$ cat src/rtl/viterbi_bus_pkg.sv
// Shared definitions for the Viterbi register-bus responder and the decoders
// that reuse its trellis encoding.
package viterbi_bus_pkg;

  localparam logic [2:0] REG_CTRL    = 3'd0;
  localparam logic [2:0] REG_MSG     = 3'd1;
  localparam logic [2:0] REG_CODE_LO = 3'd2;
  localparam logic [2:0] REG_CODE_HI = 3'd3;
  localparam logic [2:0] REG_STATE   = 3'd4;
  localparam logic [2:0] REG_ID      = 3'd5;

  localparam int unsigned CTRL_START_BIT = 0;
  localparam int unsigned CTRL_CLR_BIT   = 1;
  localparam int unsigned STAT_BUSY_BIT  = 0;
  localparam int unsigned STAT_DONE_BIT  = 1;
  localparam int unsigned STAT_ERR_BIT   = 2;

  typedef enum logic {IDLE = 1'b0, RUN = 1'b1} enc_state_t;

  // {s1, s0}: s1 is the most recently shifted-in message bit
  typedef logic [1:0] trellis_state_t;

endpackage

$ cat src/rtl/viterbi_bus_resp_if.sv
// Chip-select/RD/WR register bus between viterbi_ctrl (master) and a responder.
interface viterbi_bus_resp_if;
  logic       cs;
  logic [2:0] addr;
  logic [7:0] wr_data;
  logic       rd;
  logic       wr;
  logic [7:0] rd_data;
  logic       ack;
  logic       irq;

  modport master (output cs, addr, wr_data, rd, wr, input rd_data, ack, irq);
  modport slave  (input cs, addr, wr_data, rd, wr, output rd_data, ack, irq);
endinterface

$ cat src/rtl/viterbi_bus_resp_conv_enc_step.sv
// One trellis step of the rate-1/2 K=3 convolutional code; pure combinational
// so the decoder branch-metric logic can share it.
module conv_enc_step
  import viterbi_bus_pkg::*;
(
  input  logic           u,
  input  trellis_state_t state,
  input  logic [2:0]     g0,
  input  logic [2:0]     g1,
  output logic           c0,
  output logic           c1,
  output trellis_state_t next_state
);

  logic [2:0] window_s;

  // Window is {u, s1, s0}, matching the generator tap order
  always_comb begin
    window_s   = {u, state};
    c0         = ^(window_s & g0);
    c1         = ^(window_s & g1);
    next_state = {u, state[1]};
  end

endmodule

$ cat src/rtl/viterbi_bus_resp.sv
// Register-bus responder holding an 8x8 register map and a convolutional
// encoder job engine (message byte in, 16 coded bits out).
module viterbi_bus_resp
  import viterbi_bus_pkg::*;
#(
  parameter logic [7:0] DEV_ID = 8'hA1,
  parameter logic [2:0] G0     = 3'b111,
  parameter logic [2:0] G1     = 3'b101
)
(
  input  logic               clk,
  input  logic               reset_all,
  viterbi_bus_resp_if.slave  bus
);

  enc_state_t     state_r, state_s;
  logic [7:0]     msg_r, msg_s;
  logic [15:0]    code_r, code_s;
  trellis_state_t trellis_r, trellis_s;
  logic [2:0]     bit_idx_r, bit_idx_s;
  logic           done_r, done_s;
  logic           err_r, err_s;
  logic [7:0]     rd_data_r, rd_data_s;
  logic           ack_r, ack_s;

  logic           wr_acc_s, rd_acc_s, conflict_s;
  logic           start_s, clr_s, msg_wr_s, busy_s;
  logic [7:0]     stat_s, reg_mux_s;
  logic           enc_c0_s, enc_c1_s;
  trellis_state_t enc_next_s;

  conv_enc_step u_step (
    .u          (msg_r[bit_idx_r]),
    .state      (trellis_r),
    .g0         (G0),
    .g1         (G1),
    .c0         (enc_c0_s),
    .c1         (enc_c1_s),
    .next_state (enc_next_s)
  );

  // Bus access qualification; simultaneous rd and wr performs neither
  always_comb begin
    wr_acc_s   = bus.cs & bus.wr & ~bus.rd;
    rd_acc_s   = bus.cs & bus.rd & ~bus.wr;
    conflict_s = bus.cs & bus.rd & bus.wr;
    busy_s     = (state_r == RUN);
    start_s    = wr_acc_s & (bus.addr == REG_CTRL) & bus.wr_data[CTRL_START_BIT];
    clr_s      = wr_acc_s & (bus.addr == REG_CTRL) & bus.wr_data[CTRL_CLR_BIT];
    msg_wr_s   = wr_acc_s & (bus.addr == REG_MSG);
  end

  // Read-data multiplexer over the register map
  always_comb begin
    stat_s                = 8'h00;
    stat_s[STAT_BUSY_BIT] = busy_s;
    stat_s[STAT_DONE_BIT] = done_r;
    stat_s[STAT_ERR_BIT]  = err_r;
    case (bus.addr)
      REG_CTRL:    reg_mux_s = stat_s;
      REG_MSG:     reg_mux_s = msg_r;
      REG_CODE_LO: reg_mux_s = code_r[7:0];
      REG_CODE_HI: reg_mux_s = code_r[15:8];
      REG_STATE:   reg_mux_s = {6'b000000, trellis_r};
      REG_ID:      reg_mux_s = DEV_ID;
      default:     reg_mux_s = 8'h00;
    endcase
  end

  // Next-state logic for the job FSM and register file
  always_comb begin
    state_s   = state_r;
    code_s    = code_r;
    trellis_s = trellis_r;
    bit_idx_s = bit_idx_r;
    done_s    = done_r & ~clr_s;
    ack_s     = wr_acc_s | rd_acc_s;
    rd_data_s = rd_acc_s ? reg_mux_s : rd_data_r;
    msg_s     = (msg_wr_s & ~busy_s) ? bus.wr_data : msg_r;
    // CLR is applied before any error raised in the same access
    err_s     = (err_r & ~clr_s) | conflict_s | (busy_s & (start_s | msg_wr_s));
    case (state_r)
      IDLE: begin
        if (start_s) begin
          state_s   = RUN;
          code_s    = 16'h0000;
          trellis_s = 2'b00;
          bit_idx_s = 3'd0;
          done_s    = 1'b0;
        end else begin
          state_s   = IDLE;
        end
      end
      RUN: begin
        code_s[{bit_idx_r, 1'b0}] = enc_c0_s;
        code_s[{bit_idx_r, 1'b1}] = enc_c1_s;
        trellis_s = enc_next_s;
        bit_idx_s = bit_idx_r + 3'd1;
        if (bit_idx_r == 3'd7) begin
          state_s = IDLE;
          done_s  = 1'b1;
        end else begin
          state_s = RUN;
        end
      end
      default: begin
        state_s = IDLE;
        done_s  = 1'b0;
      end
    endcase
  end

  // State and register update
  always_ff @(posedge clk or posedge reset_all) begin
    if (reset_all) begin
      state_r   <= IDLE;
      msg_r     <= 8'h00;
      code_r    <= 16'h0000;
      trellis_r <= 2'b00;
      bit_idx_r <= 3'd0;
      done_r    <= 1'b0;
      err_r     <= 1'b0;
      rd_data_r <= 8'h00;
      ack_r     <= 1'b0;
    end else begin
      state_r   <= state_s;
      msg_r     <= msg_s;
      code_r    <= code_s;
      trellis_r <= trellis_s;
      bit_idx_r <= bit_idx_s;
      done_r    <= done_s;
      err_r     <= err_s;
      rd_data_r <= rd_data_s;
      ack_r     <= ack_s;
    end
  end

  assign bus.rd_data = rd_data_r;
  assign bus.ack     = ack_r;
  assign bus.irq     = done_r;

endmodule

$ cat src/flat_wrapper.sv
// flat-port wrapper written by rule: the top's interface ports become plain ports
module viterbi_bus_resp_flat import viterbi_bus_pkg::*;
#(
  parameter logic [7:0] DEV_ID = 8'hA1,
  parameter logic [2:0] G0     = 3'b111,
  parameter logic [2:0] G1     = 3'b101
)
  (clk, reset_all, bus_cs, bus_addr, bus_wr_data, bus_rd, bus_wr, bus_rd_data, bus_ack, bus_irq);
  viterbi_bus_resp_if bus_i ();
  input  logic clk;
  input  logic reset_all;
  input wire logic [$bits(bus_i.cs)-1:0] bus_cs;
  input wire logic [$bits(bus_i.addr)-1:0] bus_addr;
  input wire logic [$bits(bus_i.wr_data)-1:0] bus_wr_data;
  input wire logic [$bits(bus_i.rd)-1:0] bus_rd;
  input wire logic [$bits(bus_i.wr)-1:0] bus_wr;
  output wire logic [$bits(bus_i.rd_data)-1:0] bus_rd_data;
  output wire logic [$bits(bus_i.ack)-1:0] bus_ack;
  output wire logic [$bits(bus_i.irq)-1:0] bus_irq;
  assign bus_i.cs = bus_cs;
  assign bus_i.addr = bus_addr;
  assign bus_i.wr_data = bus_wr_data;
  assign bus_i.rd = bus_rd;
  assign bus_i.wr = bus_wr;
  assign bus_rd_data = bus_i.rd_data;
  assign bus_ack = bus_i.ack;
  assign bus_irq = bus_i.irq;
  viterbi_bus_resp #(.DEV_ID(DEV_ID), .G0(G0), .G1(G1)) u_core (.clk(clk), .reset_all(reset_all), .bus(bus_i));
endmodule
$ cat config.mk
export PLATFORM = sky130hd
export DESIGN_NAME = viterbi_bus_resp_flat
export DESIGN_NICKNAME = d
export VERILOG_FILES = /design/src/rtl/viterbi_bus_pkg.sv /design/src/rtl/viterbi_bus_resp_if.sv /design/src/rtl/viterbi_bus_resp_conv_enc_step.sv /design/src/rtl/viterbi_bus_resp.sv /design/src/flat_wrapper.sv
export SDC_FILE = /design/constraint.sdc
export NUM_CORES = 1
export LEC_CHECK = 0
export ABC_AREA = 1
export CORE_UTILIZATION = 55
export CTS_BUF_LIST = sky130_fd_sc_hd__clkbuf_8
export DETAILED_ROUTE_END_ITERATION = 8
export PLACE_DENSITY_LB_ADDON = 0.2
export SETUP_SLACK_MARGIN = 0.05
export SYNTH_ARGS = -nofsm -noshare
export SYNTH_HDL_FRONTEND = slang
export SYNTH_SLANG_ARGS = --single-unit
export TNS_END_PERCENT = 50
$ cat constraint.sdc
create_clock -name clk -period 1.6 [get_ports clk]
set_input_delay 0.32 -clock clk [delete_from_list [all_inputs] [get_ports clk]]
set_output_delay 0.32 -clock clk [all_outputs]
set_load 0.03 [all_outputs]
==> results of run 1 <==
sequential cells by signal (all words and copies together) (netlist names):
name	cells
u_core.code_r	16
u_core.bus.ack	1
u_core.bus.irq	1
u_core.msg_r	8
u_core.busy_s	1
u_core.bus.rd_data	8
u_core.trellis_r	2
u_core.err_r	1
u_core.bit_idx_r	3
logic make-up (layout without fill, tap and decap cells):
group	count (synthesis)	count (layout)
AO/OA/AOI/OAI	25	25
AND/OR/NAND/NOR	167	167
flip-flops	41	41
buffers and inverters	42	88
XOR/XNOR	1	1
adder cells (fa/ha/maj)	2	2
per-layer routing:
layer	vias to the layer above	share of wire	global-route usage
li1	980	-	-
met2	71	0.45	0.431
met4	0	0.034	0.139
met5	-	0	0
met1	898	0.47	0.364
met3	19	0.052	0.0616
cell type report:
type                    count  area share
clock buffers               6      0.0309
clock inverters             1     0.00140
inverters                  39      0.0547
multi-input cells         195       0.365
flip-flops and latches     41       0.384
well taps                  48      0.0224
repair buffers             42       0.141
worst reg2reg max path, cell delays in order, from the launching register on:
cell and delay [ps]:
dfrtp_1 420, inv_1 90, nor2_2 140, nand3_1 90, nand2_1 130, inv_1 50
nand2_1 100, nand2_2 140, nand3_1 120, nand2_1 50
what timing repair did:
item | in CTS | in global routing
hold buffers | 0 | 0
setup endpoints to repair | 10 | 25
gates resized for setup | 10 | 4
power by group through the flow:
| stage | logic [mW] | registers (mW) | clock network (mW) |
|---|---|---|---|
| 2_1_floorplan | 1.01 | 1.75 | 0 |
| 5_1_grt | 1.78 | 1.76 | 0.733 |
| 4_1_cts | 1.57 | 1.71 | 0.687 |
| 6_report | 1.58 | 1.72 | 0.682 |
| 3_3_place_gp | 1.56 | 1.72 | 0 |
| 3_5_place_dp | 1.59 | 1.73 | 0 |
how the worst min path moves through the flow:
stage | start | to | depth (start not counted) | slack (ps)
final | reset_all | u_core.code_r[14] | 3 | 380
after global placement | u_core.bus.rd_data[6] | u_core.bus.rd_data[6] | 2 | 460
after detailed placement | u_core.bus.rd_data[5] | u_core.bus.rd_data[5] | 2 | 470
after CTS | reset_all | u_core.code_r[10] | 3 | 400
after global routing | reset_all | u_core.bus.rd_data[7] | 3 | 410
after floorplan | u_core.msg_r[0] | u_core.msg_r[0] | 2 | 450
metrics by stage:
stage               worst slack [ps]  power (mW)  TNS, ps  hold slack [ps]  instance area, um^2
CTS                             97.0        3.96        0              397                 2670
global route                    17.6        4.27        0              412                 2680
finish                           110        3.98        0              382                 2680
floorplan                        334        2.76        0              455                 2170
detailed placement              -197        3.32    -6010              472                 2590
global placement                -158        3.27    -4800              463                 2590
cells in the final DEF (no fill, tap or decap), drive strengths merged, types with 2 or more instances in the layout:
cell type       n
inv            40
o21ai          13
dfrtp          41
clkbuf          6
a21oi           9
nor2           25
o22ai           3
nand4           3
nand3          46
buf            17
clkdlybuf4s50  15
ha              2
dlygate4sd2    10
nand2          92
==> results.ini, run 1 <==
[sta]
final-setup-viol-count = 0
finalMaxSlewViolations = 0
rsz0062_at_grt = yes
finalCritPeriodShare = 0.931
timing_hold_violations_final = 0
fmax_mhz = 671
worst_pin_slew_ps = 338
clock_skew_ps = 7.16
fin_crit_ps = 1490
max_slew_margin = 0.774

[place]
portBuffers = 25
place_inst = 365
place_congestion = 0.892
place_hpwl_mm = 3.75

[layout]
area_delta_synth_final_pct = 23.4
fillers = 294
fin_util = 0.720
layout-drive-gt1-share = 0.173
nets = 342
multi_input_area_um2 = 977
antenna_cells = 0
regArea_um2 = 1030
layoutNonFillerInstCount = 372

[setup_path]
cp-endpoint = u_core.code_r[1]
crit_required_ps = 1780
worstPathArrival_ps = 1670
cpPeakStageDelay_ps = 500
startpoint = bus_addr[1]
path_cells = clkdlybuf4s50_1 > nor2_4 > nand2_2 > nor3_4 > nand2_4 > nand3_1 > nand2_1
r2r_end = u_core.code_r[8]
path_depth = 7
crit_path_start_kind = input pin
timing.critical_path.buf_inv = 1
cp_top_family = simple AND/OR/NAND/NOR gates
r2r_slack_ps = 170
critPathSlowestCell = clkdlybuf4s50_1
worstReg2RegStart = u_core.bit_idx_r[2]
r2r_cells = 9
endpoint_kind = flip-flop
crit_fanout = 18
crit_type = in2reg

[die]
fp.dieW_um = 64.8
fp.dieH_um = 64.8
start_util = 0.584
ios = 26
fp.coreArea_um2 = 3720
rows = 22
die_area_um2 = 4200

[yosys]
muxShareOfSynthArea = 0
synthXorXnorAreaFrac = 0.00404
ys_warn_count = 0
syn_area_um2 = 2170
synth-seq-area-share = 0.473
synth_top_family_by_area = simple AND/OR/NAND/NOR gates
synthDistinctLibCells = 23
synth-seq-cells = 41
synth_edf_count = 0
synth_fp_nets = 296
netlist_top_cells_count = nand2_1, nand3_1, dfrtp_1
synth.most_common_cell = nand2_1
netlist_instances = 278
synthSimpleGateAreaFrac = 0.362
synth_flop_cell = dfrtp_1
synth_fa_ha_area_frac = 0.0115
synthArstFlopShare = 1.00
yosys-top-cells-area = dfrtp_1, nand2_1, nand3_1
yosysTopAreaCell = dfrtp_1
postSynthAreaPerCell_um2 = 7.80
synth_compound_area_frac = 0.0698
netlist.area_leader.share = 0.473

[clock_tree]
clock_latency_ps = 300
clockBufferDepth = 2
cts_root_buf = clkbuf_8
post_cts.repair.setup_buffers = 0
cts_made_buffers = 5
cts_tree = yes
cts.sinks = 41
clk_pin_slew_ps = 80
cts-htree-levels = 2

[route]
drc = 0
viasPerCell = 5.29
drt-initial-drc-count = 149
drtAntennaViolNets = 0
wirelength_mm = 5.07
wl_per_cell_um = 13.6
via_count = 1968
drtPass1Iterations = 5

[pwr]
clkPwrFrac = 0.171
internal-power_mw = 2.30
cellLeakagePower_nw = 1.38
swShare = 0.423
p_sw_mw = 1.68
seq_power_share = 0.433
power.density_nw_per_um2 = 1490
ir_worst_vdd_uv = 1070
pwr-share-comb = 0.396

[global_route]
antenna_found_initial = 0
grt_pass1_vias = 1928
gr-total-overflow = 0
grtUsageTotal = 0.278
grt_pass1_wl_mm = 8.71
grt_max_degree = 42

[hold_path]
hp-class = in2async

[flow_run]
drv_cap = 0

[status]
status = finished clean

Note: power is estimated with default switching activity, not from simulation.
==> inputs of run 2 (changes only) <==
Settings changed: CORE_UTILIZATION 55 to 57, GPL_TIMING_DRIVEN from default to 0, PLACE_DENSITY from default to 0.81, PLACE_DENSITY_LB_ADDON 0.2 to default.
==> results.ini, run 2 (synthesis gave the netlist of run 1 again) <==
[global_route]
gr-usage-met3 = 0.0562  ; -0.00546
grt_pass1_wl_mm = 8.46  ; -2.9%
antenna_found_initial = 0  ; unchanged
grt_max_degree = 42  ; unchanged
met1_usage = 0.381  ; +0.0173
grt-busiest-layer = met2
gr-total-overflow = 0  ; unchanged
gr-usage-met2 = 0.411  ; -0.0201
grt_pass1_vias = 1818  ; -5.7%
grtUsageTotal = 0.280  ; +0.00230

[clock_tree]
cts_made_buffers = 5  ; unchanged
postCtsHoldBufs = 0  ; unchanged
clock_latency_ps = 290  ; about the same
clockBufferDepth = 2  ; unchanged
cts_root_buf = clkbuf_8
clk_pin_slew_ps = 80  ; about the same
cts.sinks = 41  ; unchanged
cts_tree = yes
cts-htree-levels = 2  ; unchanged

[route]
drc = 0  ; unchanged
drt-initial-drc-count = 142  ; -4.7%
wirelength_mm = 4.99  ; -1.6%
drtAntennaViolNets = 0  ; unchanged
wl_per_cell_um = 13.6  ; about the same
drtPass1Iterations = 5  ; unchanged
viasPerCell = 5.22  ; -1.3%
via_count = 1912  ; -2.8%

[die]
fp.dieW_um = 63.7  ; -1.7%
ios = 26  ; unchanged
start_util = 0.592  ; +0.00877
fp.coreArea_um2 = 3660  ; -1.5%
die_area_um2 = 4050  ; -3.4%
rows = 22  ; unchanged
fp.dieH_um = 63.7  ; -1.7%

[hold_path]
hp-class = in2reg

[setup_path]
crit_fanout = 3  ; -15
cp_top_family = buffers and inverters
worstPathArrival_ps = 1090  ; -580 ps
r2r_slack_ps = 190  ; +20 ps
crit_required_ps = 1280  ; -500 ps
timing.critical_path.buf_inv = 1  ; unchanged
crit_path_start_kind = flip-flop
endpoint_kind = output port
crit_type = reg2out
path_cells = dlygate4sd2_1
critPathSlowestCell = dlygate4sd2_1
cpPeakStageDelay_ps = 410  ; -90 ps

[layout]
largest_reg_flops = 16  ; unchanged
regArea_um2 = 1030  ; -0.24%
final_common_cell = nand2_1
nets = 335  ; -2.0%
layoutNonFillerInstCount = 366  ; -1.6%
stdcell_area_um2 = 2640  ; -1.4%
multi_input_area_um2 = 975  ; -0.26%
final_cell_mix = nand2_1, nand3_1, dfrtp_1, inv_1, nor2_1
top_register = u_core.code_r
antenna_cells = 0  ; unchanged
fillers = 301  ; +2.4%
area_delta_synth_final_pct = 21.7
layout-drive-gt1-share = 0.154  ; -0.0188

[sta]
timing_hold_violations_final = 0  ; unchanged
finalCritPeriodShare = 0.882  ; -0.0490
worst_pin_slew_ps = 814  ; +475 ps
finalWorstSetupSlack_ps = 188  ; +78.5 ps
max_slew_margin = 0.457  ; -0.317
timing.hold.ws_ps = 372  ; -10.5 ps
fin_crit_ps = 1410  ; -78.5 ps
rsz0062_at_grt = no
fmax_mhz = 708  ; +5.6%
final-setup-viol-count = 0  ; unchanged
clock_skew_ps = 6.92  ; -0.240 ps
finalMaxSlewViolations = 0  ; unchanged

[place]
post_dp_cell_area_um2 = 2480  ; -4.4%
portBuffers = 25  ; unchanged
pre_cts_slack_ps = -327  ; -130 ps
place_inst = 351  ; -3.8%
place_hpwl_mm = 3.69  ; -1.7%
place_congestion = 0.908  ; +1.8%

[pwr]
power.density_nw_per_um2 = 1470  ; -1.2%
cellLeakagePower_nw = 1.40  ; +1.2%
total_power_mw = 3.88  ; -2.6%
ir_worst_vdd_uv = 1010  ; -5.0%

[flow_run]
drv_cap = 0  ; unchanged

[status]
status = finished clean

==> run 2: cell type report <==
class,count,share of cell area
multi-input combinational,195,0.369
clock buffer,5,0.0261
sequential,41,0.389
buffer,3,0.0114
inverter,39,0.0555
tap,48,0.0228
timing repair buffer,32,0.121
clock inverter,3,0.00522
==> run 2: worst paths after layout <==
| check | startpoint | endpoint | cells past startpoint |
|---|---|---|---|
| min in group asynchronous | reset_all | u_core.bus.rd_data[5] | 2 |
| max in group asynchronous | reset_all | u_core.msg_r[0] | 2 |
| worst max register to register | u_core.bit_idx_r[0] | u_core.code_r[15] | 9 |
| worst max-delay path | u_core.bus.irq | bus_irq | 1 |
| worst min-delay path | bus_cs | u_core.err_r | 3 |
| worst min register to register | u_core.bus.rd_data[7] | u_core.bus.rd_data[7] | 2 |
==> run 2: metal layers <==
layer	part of all wire	vias up
li1	-	963
met1	0.45	866
met2	0.46	69
met3	0.059	14
met4	0.031	0
met5	0	-
==> run 2: through the flow <==
| step | utilization | TNS, ps |
|---|---|---|
| floorplan | - | 0 |
| global placement | 0.677 | -25800 |
| detailed placement | 0.677 | -8500 |
| CTS | 0.696 | 0 |
| global route | 0.721 | 0 |
| finish | 0.721 | 0 |
==> run 2: what timing repair did <==
action | in CTS | in global routing
gates cloned | 0 | 1
pin swaps | 0 | 4
endpoints found under the setup margin | 23 | 19
buffers inserted | 0 | 6
resized for setup | 11 | 8
==> run 2: where the power goes <==
group          internal [mW]  switching (mW)  total [mW]  leakage (nW)
combinational          0.526           0.985        1.51         0.857
clock                  0.296           0.348       0.644        0.0491
sequential              1.41           0.316        1.73         0.489
total                   2.23            1.65        3.88          1.40
